## src/rtl/sc_window_counter_mc.sv

```systemverilog
// sc_window_counter_mc
// Multi-channel stochastic-to-binary converter. It counts the '1' bits on NCH
// parallel stochastic bitstreams over a programmable sample window and presents
// the per-channel counts through a valid/ready handshake. It supports one-shot
// and continuous (back-to-back window) operation.
//
// Optional build macro: SC_BIPOLAR_EN
//   If defined, the block adds a signed bipolar_out port. Channel i of this port
//   is 2*count[i] - window_length. It is registered together with counts.
//
// state   | meaning
// --------+-----------------------------------------------------------------
// S_IDLE  | waiting for start; a zero-length window completes immediately
// S_COUNT | accumulating samples; window end transfers acc to counts
// S_HOLD  | one-shot result presented; leaves on handshake
module sc_window_counter_mc #(
  parameter int NCH = 4,
  parameter int CW  = 16
) (
  input  logic              clk,
  input  logic              reset,
  input  logic              start,
  input  logic              continuous,
  input  logic [CW-1:0]     window,
  input  logic [NCH-1:0]    sc_bits,
  output logic [NCH*CW-1:0] counts,
  output logic              out_valid,
  input  logic              out_ready,
  output logic              busy,
  output logic              overrun
`ifdef SC_BIPOLAR_EN
  ,
  output logic signed [NCH*(CW+1)-1:0] bipolar_out
`endif
);

  typedef enum logic [1:0] {
    S_IDLE  = 2'd0,
    S_COUNT = 2'd1,
    S_HOLD  = 2'd2
  } state_t;

  localparam logic [CW-1:0] ONE = {{(CW-1){1'b0}}, 1'b1};

  state_t            state;
  logic              cont_q;
  logic [CW-1:0]     smp_left;   // samples remaining after the current one
  logic [NCH*CW-1:0] acc;
  logic [NCH*CW-1:0] acc_nxt;
  logic              accept;
  logic              start_go;
  logic              win_end;

  assign accept   = out_valid & out_ready;
  assign start_go = (state == S_IDLE) & start;
  assign win_end  = (state == S_COUNT) & (smp_left == '0);
  assign busy     = (state == S_COUNT);

  // The current cycle's bits are added to every channel, so the window's final
  // sample is included when the result is transferred.
  always_comb begin
    acc_nxt = '0;
    for (int i = 0; i < NCH; i++) begin
      acc_nxt[i*CW +: CW] = acc[i*CW +: CW] + {{(CW-1){1'b0}}, sc_bits[i]};
    end
  end

  // Window sequencing, accumulation, result transfer and handshake.
  always_ff @(posedge clk) begin
    if (reset) begin
      state     <= S_IDLE;
      cont_q    <= 1'b0;
      smp_left  <= '0;
      acc       <= '0;
      counts    <= '0;
      out_valid <= 1'b0;
      overrun   <= 1'b0;
    end else begin
      if (accept) begin
        out_valid <= 1'b0;
      end
      case (state)
        S_IDLE: begin
          if (start_go) begin
            cont_q   <= continuous;
            acc      <= '0;
            smp_left <= window - ONE;
            overrun  <= 1'b0;
            if (window == '0) begin
              // An empty window has an all-zero result. It never free-runs,
              // even when continuous is requested.
              counts    <= '0;
              out_valid <= 1'b1;
              state     <= continuous ? S_IDLE : S_HOLD;
            end else begin
              state <= S_COUNT;
            end
          end
        end
        S_COUNT: begin
          if (win_end) begin
            counts    <= acc_nxt;
            out_valid <= 1'b1;
            if (out_valid && !out_ready) begin
              overrun <= 1'b1;
            end
            if (cont_q) begin
              // The restart has no gap: the next cycle is sample 0 of the
              // new window.
              cont_q   <= continuous;
              acc      <= '0;
              smp_left <= window - ONE;
              if (window == '0) begin
                state <= S_HOLD;
              end
            end else begin
              state <= S_HOLD;
            end
          end else begin
            acc      <= acc_nxt;
            smp_left <= smp_left - ONE;
          end
        end
        S_HOLD: begin
          if (accept || !out_valid) begin
            state <= S_IDLE;
          end
        end
        default: state <= S_IDLE;
      endcase
    end
  end

`ifdef SC_BIPOLAR_EN
  logic [CW-1:0]          win_q;
  logic [NCH*(CW+1)-1:0]  bip_nxt;

  // 2*count - window wraps correctly in CW+1 bits because |result| <= window.
  always_comb begin
    bip_nxt = '0;
    for (int i = 0; i < NCH; i++) begin
      bip_nxt[i*(CW+1) +: (CW+1)] = {acc_nxt[i*CW +: CW], 1'b0} - {1'b0, win_q};
    end
  end

  // Window-length tracking and bipolar result, loaded alongside counts.
  always_ff @(posedge clk) begin
    if (reset) begin
      win_q       <= '0;
      bipolar_out <= '0;
    end else begin
      if (start_go || (win_end && cont_q)) begin
        win_q <= window;
      end
      if (start_go && (window == '0)) begin
        bipolar_out <= '0;
      end else if (win_end) begin
        bipolar_out <= bip_nxt;
      end
    end
  end
`endif

endmodule

```

## config.mk

```make
export PLATFORM = sky130hd
export DESIGN_NAME = sc_window_counter_mc
export DESIGN_NICKNAME = d
export VERILOG_FILES = /design/src/rtl/sc_window_counter_mc.sv
export SDC_FILE = /design/constraint.sdc
export NUM_CORES = 1
export LEC_CHECK = 0
export ABC_AREA = 1
export ABC_CLOCK_PERIOD_IN_PS = 2000
export CORE_MARGIN = 5
export CORE_UTILIZATION = 56
export CTS_CLUSTER_DIAMETER = 100
export DETAILED_ROUTE_END_ITERATION = 7
export PLACE_DENSITY = 0.87
export REMOVE_ABC_BUFFERS = 1
export SLEW_MARGIN = 40
export SYNTH_ARGS = -nofsm -noshare
export SYNTH_HDL_FRONTEND = slang
export SYNTH_SLANG_ARGS = --single-unit
```

## constraint.sdc

```tcl
create_clock -name clk -period 2 [get_ports clk]
set_input_delay 0.3 -clock clk [delete_from_list [all_inputs] [get_ports clk]]
set_output_delay 0.3 -clock clk [all_outputs]
set_load 0.005 [all_outputs]
```

# Yosys cells after proc, flatten, opt, wreduce, memory -nomap -nowiden
# Index checks and enable logic that the tools add are counted.
# W data, S select, Z words.
[word_totals] ff_bits=149 input_bits=25 out_inout_bits=67 elab_cells=71
[classes] addsub=6 n_eq_ne=9 muxes=33 bitwise=3 reduce_logical=13
[op_table] operator="$mux W64" n=6
[op_table] operator="$pmux W64 S2" n=2
[op_table] operator="$add A16 B1 Y16" n=4
[op_table] operator="$mux W16" n=3
[op_table] operator="$logic_not A16 Y1" n=2
[op_table] operator="$pmux W16 S2" n=1
[op_table] operator="$sub A16 B1 Y16 const B" n=2
[op_table] operator="$mux W2" n=7
[op_table] operator="$reduce_and A4 Y1" n=3
[op_table] operator="$mux W1" n=10
[op_table] operator="$ne A2 B1 Y1 const B" n=3
[op_table] operator="$pmux W1 S2" n=3
[op_table] operator="$pmux W2 S3" n=1
[op_table] operator="$reduce_and A3 Y1" n=2
[op_table] operator="$ne A2 B2 Y1 const B" n=2
[op_table] operator="$and A1 B1 Y1" n=3
[op_table] operator="$ne A3 B2 Y1 const B" n=1
[op_table] operator="$ne A3 B3 Y1 const B" n=1
[op_table] operator="$eq A2 B1 Y1 const B" n=1
[op_table] operator="$eq A2 B2 Y1 const B" n=1
[op_table] operator="$logic_not A1 Y1" n=2
[op_table] operator="$logic_not A2 Y1" n=1
[op_table] operator="$reduce_bool A2 Y1" n=1
[op_table] operator="$logic_and A1 B1 Y1" n=1
[op_table] operator="$logic_or A1 B1 Y1" n=1

# Depth between registers and ports, before layout
[logic_depth] ltp_word=5 mapped_depth=12 mapped_depth_nobuf=12

# Least setup slack after synthesis
# No wires, ideal clock.
[synth_path] kind="register to register" startpoint="reg smp_left[0]" endpoint="reg counts[14]" setup_time_ps=116 arrival_ps=1494 t_required_ps=1884 path_slack_ps=390 path_stages_with_launch=12 n_path_buf=2 period_less_slack_ps=1610 path_cell_list="dfxtp_1 inv_1 ha_1 nand2_1 nor2_2 nand2_4 nand2_4 nand3_2 buf_2 buf_6 nor2_1 nor2_1"
[synth_via] elab_chain_cells=4
[synth_rtl] element="start: declaration" line="47" text="logic [CW-1:0] smp_left;"
[synth_rtl] element="start signal: assignment" line="87" text="smp_left <= window - ONE;"
[synth_rtl] element="start signal: assignment" line="112" text="smp_left <= window - ONE;"
[synth_rtl] element="start signal: assignment" line="121" text="smp_left <= smp_left - ONE;"
[synth_rtl] element="$logic_not A16 Y1" line="56" text="assign win_end = (state == S_COUNT) & (smp_left == '0);"
[synth_rtl] element="$and A1 B1 Y1" line="56"
[synth_rtl] element="$ne A2 B1 Y1 (no line)"
[synth_rtl] element="$reduce_and A4 Y1 (no line)"
[synth_rtl] element="end signal: assignment" line="102" text="counts <= acc_nxt;"
[synth_rtl] element="end: declaration" line="26" text="output logic [NCH*CW-1:0] counts,"
# No other way between the ends.
# A chain may end at the register's enable or synchronous reset.

# Final worst setup path
[layout_path] startpoint="reg state[1]" endpoint="out busy"
[layout_via] elab_chain_cells=1
[layout_rtl] element="start: declaration" line="45" text="state_t state;"
[layout_rtl] element="start signal: assignment" line="94" text="state <= continuous ? S_IDLE : S_HOLD;"
[layout_rtl] element="$eq A2 B1 Y1" line="57" text="assign busy = (state == S_COUNT);"
[layout_rtl] element="end: declaration" line="29" text="output logic busy,"
# No other way between the ends.

==> impl_metrics.toml <==
[run_status]
status = "finished clean"

[sta]
worst_pin_slew_ns = 0.5171
relSlewSlack_pct = 65.40
timing.final.crit_share_pct = 93.44
hold_viol = 0
slew_viol_final = 0
fin_crit_ns = 1.869
skew_ns = 0.005495
rsz0062_at_grt = "no"
finalHoldWorstSlack_ns = 0.2527
max_freq_ghz = 0.5351
setup_viol = 0

[floorplan]
fp.dieH_um = 126.9
die_area_um2 = 16100
start_util_pct = 57.56
coreArea_um2 = 13300
rows = 42
pin_count = 92
chipWidth_um = 126.9

[yosys]
synthCells = 1152
syn_area_per_cell_um2 = 6.643
synth_warnings = 0
ys_types = 32
synth-seq-cells = 149
yosys.area.top_type = "dfxtp_1"
synth_edf_count = 0
synth_top_flop_cell = "dfxtp_1"
yosys-top-cells-count = "340 x nand2_1, 164 x nor2_1, 149 x dfxtp_1, 111 x a21oi_1, 74 x nand3_1"
synth_most_common_cell = "nand2_1"
async_flop_share_pct = 0
yosys-top-cells-area = "dfxtp_1 39%, nand2_1 17%, nor2_1 8.0%, a21oi_1 7.3%, nand3_1 4.8%"
synth-seq-area-share_pct = 38.98
synthDominantCellAreaShare_pct = 38.98
syn-cell-area_um2 = 7652

[layout]
antenna_cells = 0
fill_cells = 1042
nets = 1316
drive_above_1_share_pct = 9.520
design_area_um2 = 9736
final_cells = 1468
area_delta_synth_final_pct = 27.22

[clock_tree]
clkSinkCount = 149
cts.reportedPaths.clkPinSlew_ns = 0.06
cts_root_buffer = "clkbuf_16"
clockBufferDepth = 2
htree_num_levels = 4
cts_tree = "built"
cts_buffers = 17
clkLatencyLatePin_ns = 0.43

[route]
wl_per_cell_um = 14.04
vias = 7980
routed_wl_mm = 20.61
ant_nets = 0
top_layer_used = "met4"
firstDrtPassIters = 6
wl_met2_mm = 10.22
wl_met1_mm = 8.663
drt_iter0_markers = 821
drc = 0
avgViaCountPerCell = 5.436
wl_met3_mm = 1.259

[min_path]
hold-path-cell-count = 2
hold_path.class = "primary input to register"
hold_start = "reset"
hold_end = "counts[39]"

[power_and_ir_drop]
power_leakage_nw = 3.701
ir_drop_mv = 0.7330
pwr_density_cell_nw_per_um2 = 1140

[placement]
dp.cells = 1432
place_congestion = 0.9098
dp_hpwl_mm = 13.77
postPlaceCellArea_um2 = 9102
io_buffers = 91

[setup_path]
timing.rr.start = "smp_left[0]"
crit_type = "register to primary output"
slowest_delay_ns = 0.45
cp_slowest_cell = "clkdlybuf4s50_1"
r2r_setup_slack_ns = 0.14
cp.required_ns = 1.70
end_kind = "primary output"
worstPathArrival_ns = 1.57
r2r_end = "counts[20]"
reg2reg_depth = 10
path_max_fanout = 5
worst_setup_path_start_kind = "register"
cp_cell_sequence = "inv_2, nand2_1, clkinv_4, clkdlybuf4s50_1"

[grt]
overflow = 0
grt_usage_pct = 25.79
grt_pass1_wl_mm = 34.68
grt_max_degree = 69
grt_antenna_before_repair = 0
grt_pass1_vias = 7598

[flow_run]
maxCapViolCount = 0
==> metal layers <==
layer,vias up,GRT usage [%]
met5,-,0
met4,0,9.085
met3,53,4.582
met2,265,45.33
met1,3662,31.70
li1,4000,-
==> kinds of logic (layout without fill, tap and decap cells) <==
group / Yosys count / count (layout) / synth area share [%]
simple gates: 647 / 647 / 35.58
compound gates: 186 / 186 / 12.90
flops: 149 / 149 / 38.98
buf+inv: 128 / 268 / 7.145
xor+xnor: 30 / 30 / 3.434
fa+ha+maj: 12 / 12 / 1.962
==> worst max-delay path by stage <==
stage	start	end	slack [ns]	cells past startpoint
final	state[1]	busy	0.13	4
after global routing	acc[16]	acc[30]	0.005	12
after CTS	state[1]	busy	0.005	4
after detailed placement	sc_bits[0]	acc[14]	-0.20	13
after global placement	sc_bits[2]	counts[44]	-0.16	12
after floorplan	smp_left[0]	smp_left[10]	-0.97	8
==> report_power, final <==
part	internal, mW	switching, mW	total, mW
Combinational	1.69	2.55	4.24
Sequential	3.40	0.338	3.74
Clock	1.90	1.22	3.12
Total	7.00	4.10	11.1
==> layout by cell type, fill, tap and decap left out, types with 2 or more instances in the layout <==
cell type,instances
nand2_1,340
nor2_1,162
dfxtp_1,149
a21oi_1,110
clkdlybuf4s50_1,90
nand3_1,74
inv_1,73
buf_4,61
o21ai_0,45
nand4_1,24
xor2_1,23
nor3_1,19
clkbuf_16,17
a22oi_1,13
ha_1,12
nand3b_1,9
xnor2_1,7
buf_12,7
o21ai_1,6
clkbuf_8,6
nor2_2,5
o21a_1,5
nand2_2,3
inv_2,3
or2_2,3
nand2_4,3
a31oi_1,3
clkinv_2,3
clkinv_4,2
nor2_4,2
nand3_2,2
clkbuf_1,2
clkinvlp_4,2
==> worst max-delay path: cells and delay by family, from the launching register on <==
family | cells | cell delay (ns)
flip-flops | 1 | 0.38
AND/OR/NAND/NOR | 1 | 0.13
buffers and inverters | 3 | 0.62
==> area by class of cell <==
cell class              count  area (um2)  share of cell area [%]
clock buffers              25       515.5                   5.295
clock inverters             7       68.82                  0.7068
inverters                  77       294.0                   3.020
multi-input cells         875        4144                   42.57
flip-flops and latches    149        2983                   30.64
well taps                 176       220.2                   2.262
repair buffers            159        1510                   15.51
==> stage by stage <==
step / power (mW) / worst slack (ns) / util [%] / TNS (ns)
after floorplan: 5.993 / -0.9683 / - / -73.83
after global placement: 7.778 / -0.1588 / 68.46 / -4.065
after detailed placement: 7.860 / -0.2046 / 68.46 / -6.816
after CTS: 11.01 / 0.004659 / 72.88 / 0
after global routing: 11.75 / 0.004860 / 73.23 / 0
final: 11.10 / 0.1311 / 73.23 / 0
==> repair_timing <==
item	in CTS	in global routing
pin swaps	0	1
hold buffers	0	0
buffers inserted	0	4
endpoints found under the setup margin	1	94
resized for setup	1	7
endpoints found under the hold margin	0	0
==> registers in the layout, summed over array words and instances (netlist names) <==
| signal | cells |
|---|---|
| acc | 64 |
| counts | 64 |
| smp_left | 16 |
| state | 2 |
| cont_q | 1 |
| out_valid | 1 |
| overrun | 1 |
No activity file was read; power rests on OpenSTA's default activity.
